--- src/rtl/tinychip_pkg.sv ---
// Shared definitions for the TinyChip multi-cycle controller: FSM states,
// opcode encodings and the bit layout of the 9-bit instruction word.
package tinychip_pkg;

    typedef enum logic [2:0] {
        IDLE,
        FETCH,
        DECODE,
        EXEC,
        MEM,
        WB,
        HALT
    } state_t;

    localparam logic [2:0] OP_BEQ = 3'b010;
    localparam logic [2:0] OP_BNE = 3'b011;
    localparam logic [2:0] OP_LW  = 3'b100;
    localparam logic [2:0] OP_SW  = 3'b101;
    localparam logic [2:0] OP_SRL = 3'b110;
    localparam logic [2:0] OP_SLL = 3'b111;

    // Register-form special operations are keyed on {fn, op}
    localparam logic [3:0] FN_JMP = 4'b1000;
    localparam logic [3:0] FN_CLR = 4'b1101;

    localparam int BT_BIT = 8;
    localparam int OP_HI  = 7;
    localparam int OP_LO  = 5;
    localparam int RD_HI  = 4;
    localparam int RD_LO  = 3;
    localparam int RO_HI  = 2;
    localparam int RO_LO  = 1;
    localparam int FN_BIT = 0;
    localparam int IMM_HI = 2;
    localparam int IMM_LO = 0;

endpackage

--- src/rtl/ctrl_regfile.sv ---
// Architectural register file: two asynchronous operand reads, one debug
// read, one synchronous write port, synchronous active-high reset.
module ctrl_regfile #(
    parameter int DW   = 16,
    parameter int NREG = 4,
    parameter int RAW  = 2
) (
    input  logic           clk,
    input  logic           reset,
    input  logic           we_i,
    input  logic [RAW-1:0] waddr_i,
    input  logic [DW-1:0]  wdata_i,
    input  logic [RAW-1:0] raddrA_i,
    output logic [DW-1:0]  rdataA_o,
    input  logic [RAW-1:0] raddrB_i,
    output logic [DW-1:0]  rdataB_o,
    input  logic [RAW-1:0] dbgSel_i,
    output logic [DW-1:0]  dbgData_o
);

    logic [DW-1:0] regs_q [NREG];

    always_ff @(posedge clk) begin
        if (reset) begin
            for (int i = 0; i < NREG; i++) begin
                regs_q[i] <= '0;
            end
        end else if (we_i) begin
            regs_q[waddr_i] <= wdata_i;
        end
    end

    assign rdataA_o  = regs_q[raddrA_i];
    assign rdataB_o  = regs_q[raddrB_i];
    assign dbgData_o = regs_q[dbgSel_i];

endmodule

--- src/rtl/multicycle_controller.sv ---
// Multi-cycle TinyChip controller: FETCH/DECODE/EXEC/MEM/WB sequencing with
// handshaked instruction and data memories and an external ALU.
module multicycle_controller
    import tinychip_pkg::*;
#(
    parameter int DW   = 16,
    parameter int PCW  = 8,
    parameter int AW   = 6,
    parameter int NREG = 4
) (
    input  logic           clk,
    input  logic           reset,
    input  logic           start,
    output logic           imem_req,
    output logic [PCW-1:0] imem_addr,
    input  logic           imem_ready,
    input  logic [8:0]     imem_rdata,
    input  logic           imem_last,
    output logic           dmem_req,
    output logic           dmem_we,
    output logic [AW-1:0]  dmem_addr,
    output logic [DW-1:0]  dmem_wdata,
    input  logic           dmem_ready,
    input  logic [DW-1:0]  dmem_rdata,
    output logic [DW-1:0]  alu_a,
    output logic [DW-1:0]  alu_b,
    output logic [2:0]     alu_op,
    input  logic [DW-1:0]  alu_out,
    input  logic [1:0]     dbg_sel,
    output logic [DW-1:0]  dbg_data,
    output logic [15:0]    retired,
    output logic           done
);

    state_t         state_q, state_d;
    logic [PCW-1:0] pc_q, pc_d;
    logic [8:0]     instr_q, instr_d;
    logic           last_q, last_d;
    logic [DW-1:0]  opA_q, opA_d;
    logic [DW-1:0]  opB_q, opB_d;
    logic [DW-1:0]  res_q, res_d;
    logic [15:0]    retired_q, retired_d;

    logic          rfWe;
    logic [DW-1:0] rfRdataA, rfRdataB;

    logic       bt, fn;
    logic [2:0] op, imm;
    logic [1:0] rd, ro;
    logic       isJmp, isClr, isBranch, isLw, isSw, isShift, isAlu, branchTaken;
    logic       retire;
    logic [PCW-1:0] pcInc, pcBranch, pcNext;

    assign bt  = instr_q[BT_BIT];
    assign op  = instr_q[OP_HI:OP_LO];
    assign rd  = instr_q[RD_HI:RD_LO];
    assign ro  = instr_q[RO_HI:RO_LO];
    assign fn  = instr_q[FN_BIT];
    assign imm = instr_q[IMM_HI:IMM_LO];

    assign isJmp    = !bt && ({fn, op} == FN_JMP);
    assign isClr    = !bt && ({fn, op} == FN_CLR);
    assign isBranch = bt && ((op == OP_BEQ) || (op == OP_BNE));
    assign isLw     = bt && (op == OP_LW);
    assign isSw     = bt && (op == OP_SW);
    assign isShift  = bt && ((op == OP_SRL) || (op == OP_SLL));
    assign isAlu    = !(isJmp || isClr || isBranch || isLw || isSw || isShift);

    assign branchTaken = (op == OP_BEQ) ? (opA_q == '0) : (opA_q != '0);
    assign pcInc       = pc_q + PCW'(1);
    assign pcBranch    = pc_q + {{(PCW-3){imm[2]}}, imm};

    ctrl_regfile #(
        .DW   (DW),
        .NREG (NREG),
        .RAW  (2)
    ) u_regfile (
        .clk       (clk),
        .reset     (reset),
        .we_i      (rfWe),
        .waddr_i   (rd),
        .wdata_i   (res_q),
        .raddrA_i  (rd),
        .rdataA_o  (rfRdataA),
        .raddrB_i  (ro),
        .rdataB_o  (rfRdataB),
        .dbgSel_i  (dbg_sel),
        .dbgData_o (dbg_data)
    );

    always_ff @(posedge clk) begin
        if (reset) begin
            state_q   <= IDLE;
            pc_q      <= '0;
            instr_q   <= '0;
            last_q    <= 1'b0;
            opA_q     <= '0;
            opB_q     <= '0;
            res_q     <= '0;
            retired_q <= '0;
        end else begin
            state_q   <= state_d;
            pc_q      <= pc_d;
            instr_q   <= instr_d;
            last_q    <= last_d;
            opA_q     <= opA_d;
            opB_q     <= opB_d;
            res_q     <= res_d;
            retired_q <= retired_d;
        end
    end

    // Every instruction funnels into a single retire point that bumps the
    // counter, commits the next PC and decides between FETCH and HALT.
    always_comb begin
        state_d    = state_q;
        pc_d       = pc_q;
        instr_d    = instr_q;
        last_d     = last_q;
        opA_d      = opA_q;
        opB_d      = opB_q;
        res_d      = res_q;
        retired_d  = retired_q;
        rfWe       = 1'b0;
        retire     = 1'b0;
        pcNext     = pcInc;
        imem_req   = 1'b0;
        dmem_req   = 1'b0;
        dmem_we    = 1'b0;
        dmem_addr  = '0;
        dmem_wdata = '0;
        alu_a      = '0;
        alu_b      = '0;
        alu_op     = '0;
        done       = 1'b0;

        case (state_q)
            IDLE: begin
                if (start) begin
                    pc_d    = '0;
                    state_d = FETCH;
                end
            end
            FETCH: begin
                imem_req = 1'b1;
                if (imem_ready) begin
                    instr_d = imem_rdata;
                    last_d  = imem_last;
                    state_d = DECODE;
                end
            end
            DECODE: begin
                opA_d   = rfRdataA;
                opB_d   = rfRdataB;
                state_d = EXEC;
            end
            EXEC: begin
                if (isAlu) begin
                    alu_a   = opA_q;
                    alu_b   = bt ? DW'(imm) : opB_q;
                    alu_op  = op;
                    res_d   = alu_out;
                    state_d = WB;
                end else if (isShift) begin
                    res_d   = (op == OP_SRL) ? (opA_q >> imm) : (opA_q << imm);
                    state_d = WB;
                end else if (isClr) begin
                    res_d   = '0;
                    state_d = WB;
                end else if (isLw || isSw) begin
                    state_d = MEM;
                end else begin
                    retire = 1'b1;
                    if (isJmp) begin
                        pcNext = opB_q[PCW-1:0];
                    end else if (branchTaken) begin
                        pcNext = pcBranch;
                    end
                end
            end
            MEM: begin
                dmem_req   = 1'b1;
                dmem_we    = isSw;
                dmem_addr  = isSw ? opA_q[AW-1:0] : opB_q[AW-1:0];
                dmem_wdata = isSw ? opB_q : '0;
                if (dmem_ready) begin
                    if (isSw) begin
                        retire = 1'b1;
                    end else begin
                        res_d   = dmem_rdata;
                        state_d = WB;
                    end
                end
            end
            WB: begin
                rfWe   = 1'b1;
                retire = 1'b1;
            end
            HALT: begin
                done = 1'b1;
            end
            default: begin
                state_d = IDLE;
            end
        endcase

        if (retire) begin
            retired_d = retired_q + 16'd1;
            pc_d      = pcNext;
            state_d   = last_q ? HALT : FETCH;
        end
    end

    assign imem_addr = pc_q;
    assign retired   = retired_q;

endmodule

--- config.mk ---
export PLATFORM = sky130hd
export DESIGN_NAME = multicycle_controller
export DESIGN_NICKNAME = d
export VERILOG_FILES = /design/src/rtl/tinychip_pkg.sv /design/src/rtl/ctrl_regfile.sv /design/src/rtl/multicycle_controller.sv
export SDC_FILE = /design/constraint.sdc
export NUM_CORES = 1
export LEC_CHECK = 0
export CAP_MARGIN = 20
export CORE_ASPECT_RATIO = 0.7
export CORE_MARGIN = 1.5
export CORE_UTILIZATION = 45
export DETAILED_ROUTE_END_ITERATION = 10
export GPL_TIMING_DRIVEN = 0
export MAX_ROUTING_LAYER = met4
export PLACE_DENSITY = 0.71
export SYNTH_ARGS = -nofsm -noshare
export SYNTH_HDL_FRONTEND = slang
export SYNTH_HIERARCHICAL = 1
export SYNTH_SLANG_ARGS = --single-unit
--- constraint.sdc ---
create_clock -name clk -period 2.95 [get_ports clk]
set_input_delay 0.59 -clock clk [delete_from_list [all_inputs] [get_ports clk]]
set_output_delay 0.59 -clock clk [all_outputs]
set_load 0.02 [all_outputs]
==> results of run 1 <==
state kept, by name, indices dropped and copies added, names as in the netlist:
register,cells
instr_q,9
imem_addr,8
opA_q,16
state_q,3
last_q,1
u_regfile/regs_q,64
opB_q,16
res_q,16
retired,16
cells in the final DEF, fill, tap and decap left out, types with 8 or more instances in the layout:
cell             instances
mux4_2                  51
clkbuf_2                32
xor2_1                  12
nor2_1                  58
and3_1                  44
inv_1                    8
dlymetal6s2s_1          16
edfxtp_1                64
ha_1                     9
a21oi_1                 84
clkbuf_16               18
clkdlybuf4s50_1         91
clkbuf_1                31
dfxtp_1                 80
o21ai_0                 51
o211ai_1                 8
and2_1                  78
buf_4                    9
nand2b_1                 8
buf_2                   10
xnor2_1                 11
nand2_1                142
dlygate4sd2_1           18
nand3_1                 21
nor3_1                  12
mux2i_1                 28
metal layers:
layer,vias to the layer above,wire length [microns]
li1,3954,-
met1,4244,14500
met2,530,13520
met3,50,3980
met4,0,582
met5,-,0
power breakdown:
part           internal, uW  switching, uW
registers              2230            123
clock network          1260            912
logic                   414            567
stage by stage:
| step | total power (uW) | utilization [%] | instance area, sq um | std cells | setup TNS, ns |
|---|---|---|---|---|---|
| after floorplan | 2954 | - | 9331 | 980 | 0 |
| after CTS | 5495 | 58.89 | 11820 | 1433 | -0.006813 |
| final | 5508 | 58.69 | 11780 | 1433 | 0 |
| after global placement | 3318 | 55.51 | 11140 | 1397 | -15.48 |
| after detailed placement | 3329 | 55.70 | 11180 | 1399 | -12.75 |
| after global routing | 5681 | 58.69 | 11780 | 1433 | 0 |
layout make-up:
type | instances | share of cell area [%]
Sequential cell | 149 | 30.82
Timing Repair Buffer | 155 | 12.40
Clock inverter | 9 | 0.7649
Multi-Input combinational cell | 751 | 45.58
Buffer | 66 | 3.060
Inverter | 10 | 0.3612
Tap cell | 270 | 2.868
Clock buffer | 23 | 4.154
cell families after synthesis:
group,share of synthesized area [%]
mux,16.44
simple gates,22.41
buf+inv,3.996
compound gates,14.75
xor+xnor,2.159
flops,38.83
fa+ha+maj,1.421
critical path, stage by stage, from the launching register on:
cell and delay (ns):
dfxtp_2 0.49, buf_2 0.32, buf_4 0.26, clkbuf_4 0.27, mux2i_1 0.11, nor2_1 0.11, clkdlybuf4s15_2 0.27
how the worst min path moves through the flow:
stage | from | end | slack (ns) | depth (start not counted)
after detailed placement | opB_q[11] | opB_q[11] | 0.45 | 2
after global placement | last_q | last_q | 0.44 | 2
after global routing | opB_q[11] | opB_q[11] | 0.49 | 2
final | opB_q[11] | opB_q[11] | 0.46 | 2
after floorplan | last_q | last_q | 0.44 | 2
after CTS | opB_q[11] | opB_q[11] | 0.46 | 2
repair_timing:
item	in CTS	in global routing
hold endpoints to repair	0	0
cloned	0	0
pin swaps	4	1
endpoints found under the setup margin	60	50
resized for setup	92	55
hold buffers	0	0
buffers inserted	6	0
==> run summary, run 1 <==
status - finished clean
Worst IR Drop VDD - 0.0003999 V
number of iterations in the first detailed-routing pass - 6
Register Area - 0.003630 sq mm
cell taking the most area after synthesis - edfxtp_1
Syn Area/Cell - 9.522 sq um
GR Layer Usage met2 - 43.11%
Slew Viols, Final - 0
Critical Path RT - 2.36 ns
DRT iter0 DRCs - 1157
Area growth, synth to finish - 26.21%
clock skew - 0.01247 ns
FF-to-FF End - res_q[11]
Slew HR - 44.67%
leakage - 0.004604 uW
Die Span X - 175.1 microns
final hold vios - 0
synthesized flop and latch total - 149
Routed Wire Length - 32.58 mm
H-tree depth - 4
Crit Path Class - flop to output port
post-DP HPWL - 24.71 mm
top-count cell post-synth - nand2_1
gr busiest metal - met1
Setup WS pre-CTS - -0.6755 ns
layout cell share with drive strength beyond 1 - 16.42%
Final ANT Viol Nets - 0
Max Fclk - 0.3475 GHz
nets@finish - 1209
ys async rst share - 0%
worst setup path start - instr_q[1]
arrival time at the worst endpoint - 2.29 ns
initial antenna violation count - 0
r2r worst-path depth - 8
Cell Area, Synth - 0.009331 sq mm
PortBufs - 147
Seq/Total Area, Yosys - 38.83%
Via density - 6.126
max_cap viols - 0
CP Launch Type - flop
Most used DFF post-synth - dfxtp_1
FP Rows - 43
final worst slack - 0.07257 ns
area of the multi-input gates - 0.005368 sq mm
largest net degree at the start of global routing - 20
vias in the first global route - 8139
dominant cells by area after synthesis - edfxtp_1, dfxtp_1, mux4_2, nand2_1, and2_1
I/O pins - 150
# DRC - 0
met1 Use GR - 44.66%
Critical Path Sink Type - output port
GR Util met3 - 9.502%
r2r setup slk - 0.20 ns
Clk pin slew, worst setup/hold paths - 0.06 ns
Worst Tran Pin Value - 0.8213 ns
period utilization - 97.54%
filler cell count in the final layout - 1770
full die area - 0.02162 sq mm
drt wl/cell - 22.74 microns
routed vias - 8778
n_diodes - 0
global route total overflow - 0
later-pin clock latency in the skew report - 0.44 ns
Crit Path Max Fanout - 10
top cells by count, synth - nand2_1, dfxtp_1, a21oi_1
Crit Reg-Reg Startpoint - instr_q[1]
Cell variety after synth - 76
Worst Hold Margin - 0.4590 ns
CTS tree - built
Die Ht - 123.5 microns
min cycle time layout - 2.877 ns
Num CTS Buffers - 17
final setup violation count - 0
YS warnings - 6
gpl congestion - 1.027
Setup crit end - alu_b[1]
CORE AREA - 0.02007 sq mm
PD cells - 467.7 mW/mm^2
root buffer cell - clkbuf_16
unrepaired setup endpoints after global routing - no
Tot GR Track Use - 31.43%
number of synthesized flops with an enable pin - 64
first-pass GRT wire length - 48.43 mm
Initial Utilization - 46.50%
share of the synthesized area in the top cell type - 20.60%
Post-Syn Nets - 1039
Hold Crit Class - flop to flop
CTS max path bufs - 2
Num Clock Sinks - 149
Mapped Cells - 980
(Power assumes the default switching activity.)
==> inputs of run 2 (changes only) <==
- clock period: 2.95 -> 3.53 ns (I/O delays scaled with it)
==> run 2 against run 1 <==
Total power is 17% lower. Clock-buffer cell count stayed put. Core utilization is 0.12 points higher. Highest routed layer unchanged. Largest cell class unchanged. Clock skew is 0.0012 ns lower. Sequential cell count stayed put. Non-clock buffer count is 2 lower.
==> run summary, run 2 (synthesis gave the netlist of run 1 again) <==
min cycle time layout - 3.415 ns
Hold EP - opB_q[11]
Critical Path Sink Type - output port
Crit Path Max Fanout - 10
Die Span X - 175.1 microns
vias in the first global route - 8116
r2r worst-path depth - 8
global route total overflow - 0
arrival time at the worst endpoint - 2.71 ns
Routed Wire Length - 32.40 mm
Via density - 6.136
DRT iter0 DRCs - 1171
FF-to-FF End - res_q[11]
Hold Crit Class - flop to flop
PortBufs - 147
Critical Path Slowest Stage Cell - clkdlybuf4s50_1
CTS tree - built
Crit Reg-Reg Startpoint - instr_q[1]
Num Clock Sinks - 149
layout cell share with drive strength beyond 1 - 12.92%
final setup violation count - 0
largest net degree at the start of global routing - 20
initial antenna violation count - 0
Die Ht - 123.5 microns
setup TNS - 0 ns
period utilization - 96.74%
Worst Tran Pin Value - 0.8264 ns
Final ANT Viol Nets - 0
max FFs per register - 64
Tot GR Track Use - 31.27%
full die area - 0.02162 sq mm
CTS max path bufs - 2
post-DP HPWL - 24.71 mm
Post-CTS Hold Fix Bufs - 0
root buffer cell - clkbuf_16
Top reg by flops - u_regfile/regs_q
number of iterations in the first detailed-routing pass - 6
Slew Viols, Final - 0
Final Cell Area - 0.01180 sq mm
nets@finish - 1207
first-pass GRT wire length - 48.24 mm
Critical Path RT - 2.82 ns
# DRC - 0
fin util - 58.81%
CP max stage delay - 0.62 ns
FP Rows - 43
fin cells - 1431
clock skew - 0.01132 ns
most frequent CP cell - clkbuf_2
most frequent cells in the layout - clkdlybuf4s50_1, nand2_1, dfxtp_1
Placed Cells - 1399
unrepaired setup endpoints after global routing - no
Num CTS Buffers - 17
I/O pins - 150
status - finished clean
Worst Hold Margin - 0.4595 ns
H-tree depth - 4
routed vias - 8780
max_cap viols - 0
CORE AREA - 0.02007 sq mm
final hold vios - 0
CP cell instances - clkbuf_2, buf_2, o21ai_1, o21ai_0, nor2_2, clkbuf_2, nand2_1, nor2_1, clkdlybuf4s50_1
gpl congestion - 1.027
Crit Path Class - flop to output port
r2r setup slk - 0.46 ns
most common cell after layout, fill and taps aside - clkdlybuf4s50_1
WHS Path Cells - 2
Worst IR Drop VDD - 0.0003368 V
Worst Min Path Start - opB_q[11]
CP Launch Type - flop
n_diodes - 0
Slew HR - 44.32%
Clk pin slew, worst setup/hold paths - 0.06 ns
PD cells - 389.5 mW/mm^2
Max Fclk - 0.2928 GHz
later-pin clock latency in the skew report - 0.44 ns
Initial Utilization - 46.50%
drt wl/cell - 22.64 microns
Area growth, synth to finish - 26.48%
leakage - 0.004165 uW
Placed Area - 0.01118 sq mm
==> run 2: changes by cell type in the layout (fill, tap and decap cells not counted), sizes merged <==
cell and change:
dlymetal6s2s -15, clkdlybuf4s50 +55, dlygate4sd2 -18, clkbuf -20, clkinv -1, buf -3, clkdlybuf4s15 -1, clkinvlp +1
==> run 2: final cells by class <==
type / count / area [sq um]
Buffer: 66 / 335.3
Clock buffer: 23 / 489.2
Clock inverter: 9 / 90.09
Fill cell: 1768 / 8265
Inverter: 10 / 41.29
Multi-Input combinational cell: 751 / 5351
Sequential cell: 149 / 3623
Tap cell: 270 / 337.8
Timing Repair Buffer: 153 / 1534
==> run 2: metal layers <==
| metal | GRT usage [%] | up-vias | share of wire [%] |
|---|---|---|---|
| met2 | 42.98 | 519 | 41 |
| met1 | 44.81 | 4259 | 45 |
| met3 | 8.825 | 54 | 12 |
| met5 | - | - | 0 |
| li1 | - | 3948 | - |
| met4 | 8.440 | 0 | 1.9 |
==> run 2: where the power goes <==
group          switching [uW]  internal (uW)
clock                     764           1060
combinational             472            341
sequential                102           1860
==> run 2: metrics by stage <==
stage	power, uW	setup slack (ns)
final	4597	0.1151
after global routing	4741	0.009848
after CTS	4585	0.01000
after detailed placement	2782	-0.2115
after global placement	2773	-0.1929
after floorplan	2468	0.8888
==> run 2: worst max-delay path by stage <==
| stage | start | to | slack (ns) | depth (start not counted) |
|---|---|---|---|---|
| 6_report | instr_q[8] | alu_b[1] | 0.12 | 9 |
| 5_1_grt | state_q[1] | dmem_wdata[6] | 0.01 | 6 |
| 4_1_cts | instr_q[1] | alu_b[1] | 0.01 | 5 |
| 3_5_place_dp | instr_q[8] | alu_b[0] | -0.21 | 8 |
| 3_3_place_gp | instr_q[8] | alu_b[0] | -0.19 | 8 |
| 2_1_floorplan | instr_q[8] | alu_b[0] | 0.89 | 7 |
==> run 2: repair_timing <==
| action | 4_1_cts | 5_1_grt |
|---|---|---|
| resized for setup | 7 | 16 |
| pin swaps | 1 | 2 |
| buffers inserted | 1 | 3 |
| endpoints found under the setup margin | 36 | 55 |
==> run 2: critical path: cells and delay by family (launching register included) <==
| kind | cells | cell delay (ns) |
|---|---|---|
| DFF | 1 | 0.30 |
| AOI/OAI and AO/OA | 2 | 0.25 |
| buffers and inverters | 4 | 1.30 |
| and+or+nand+nor | 3 | 0.41 |
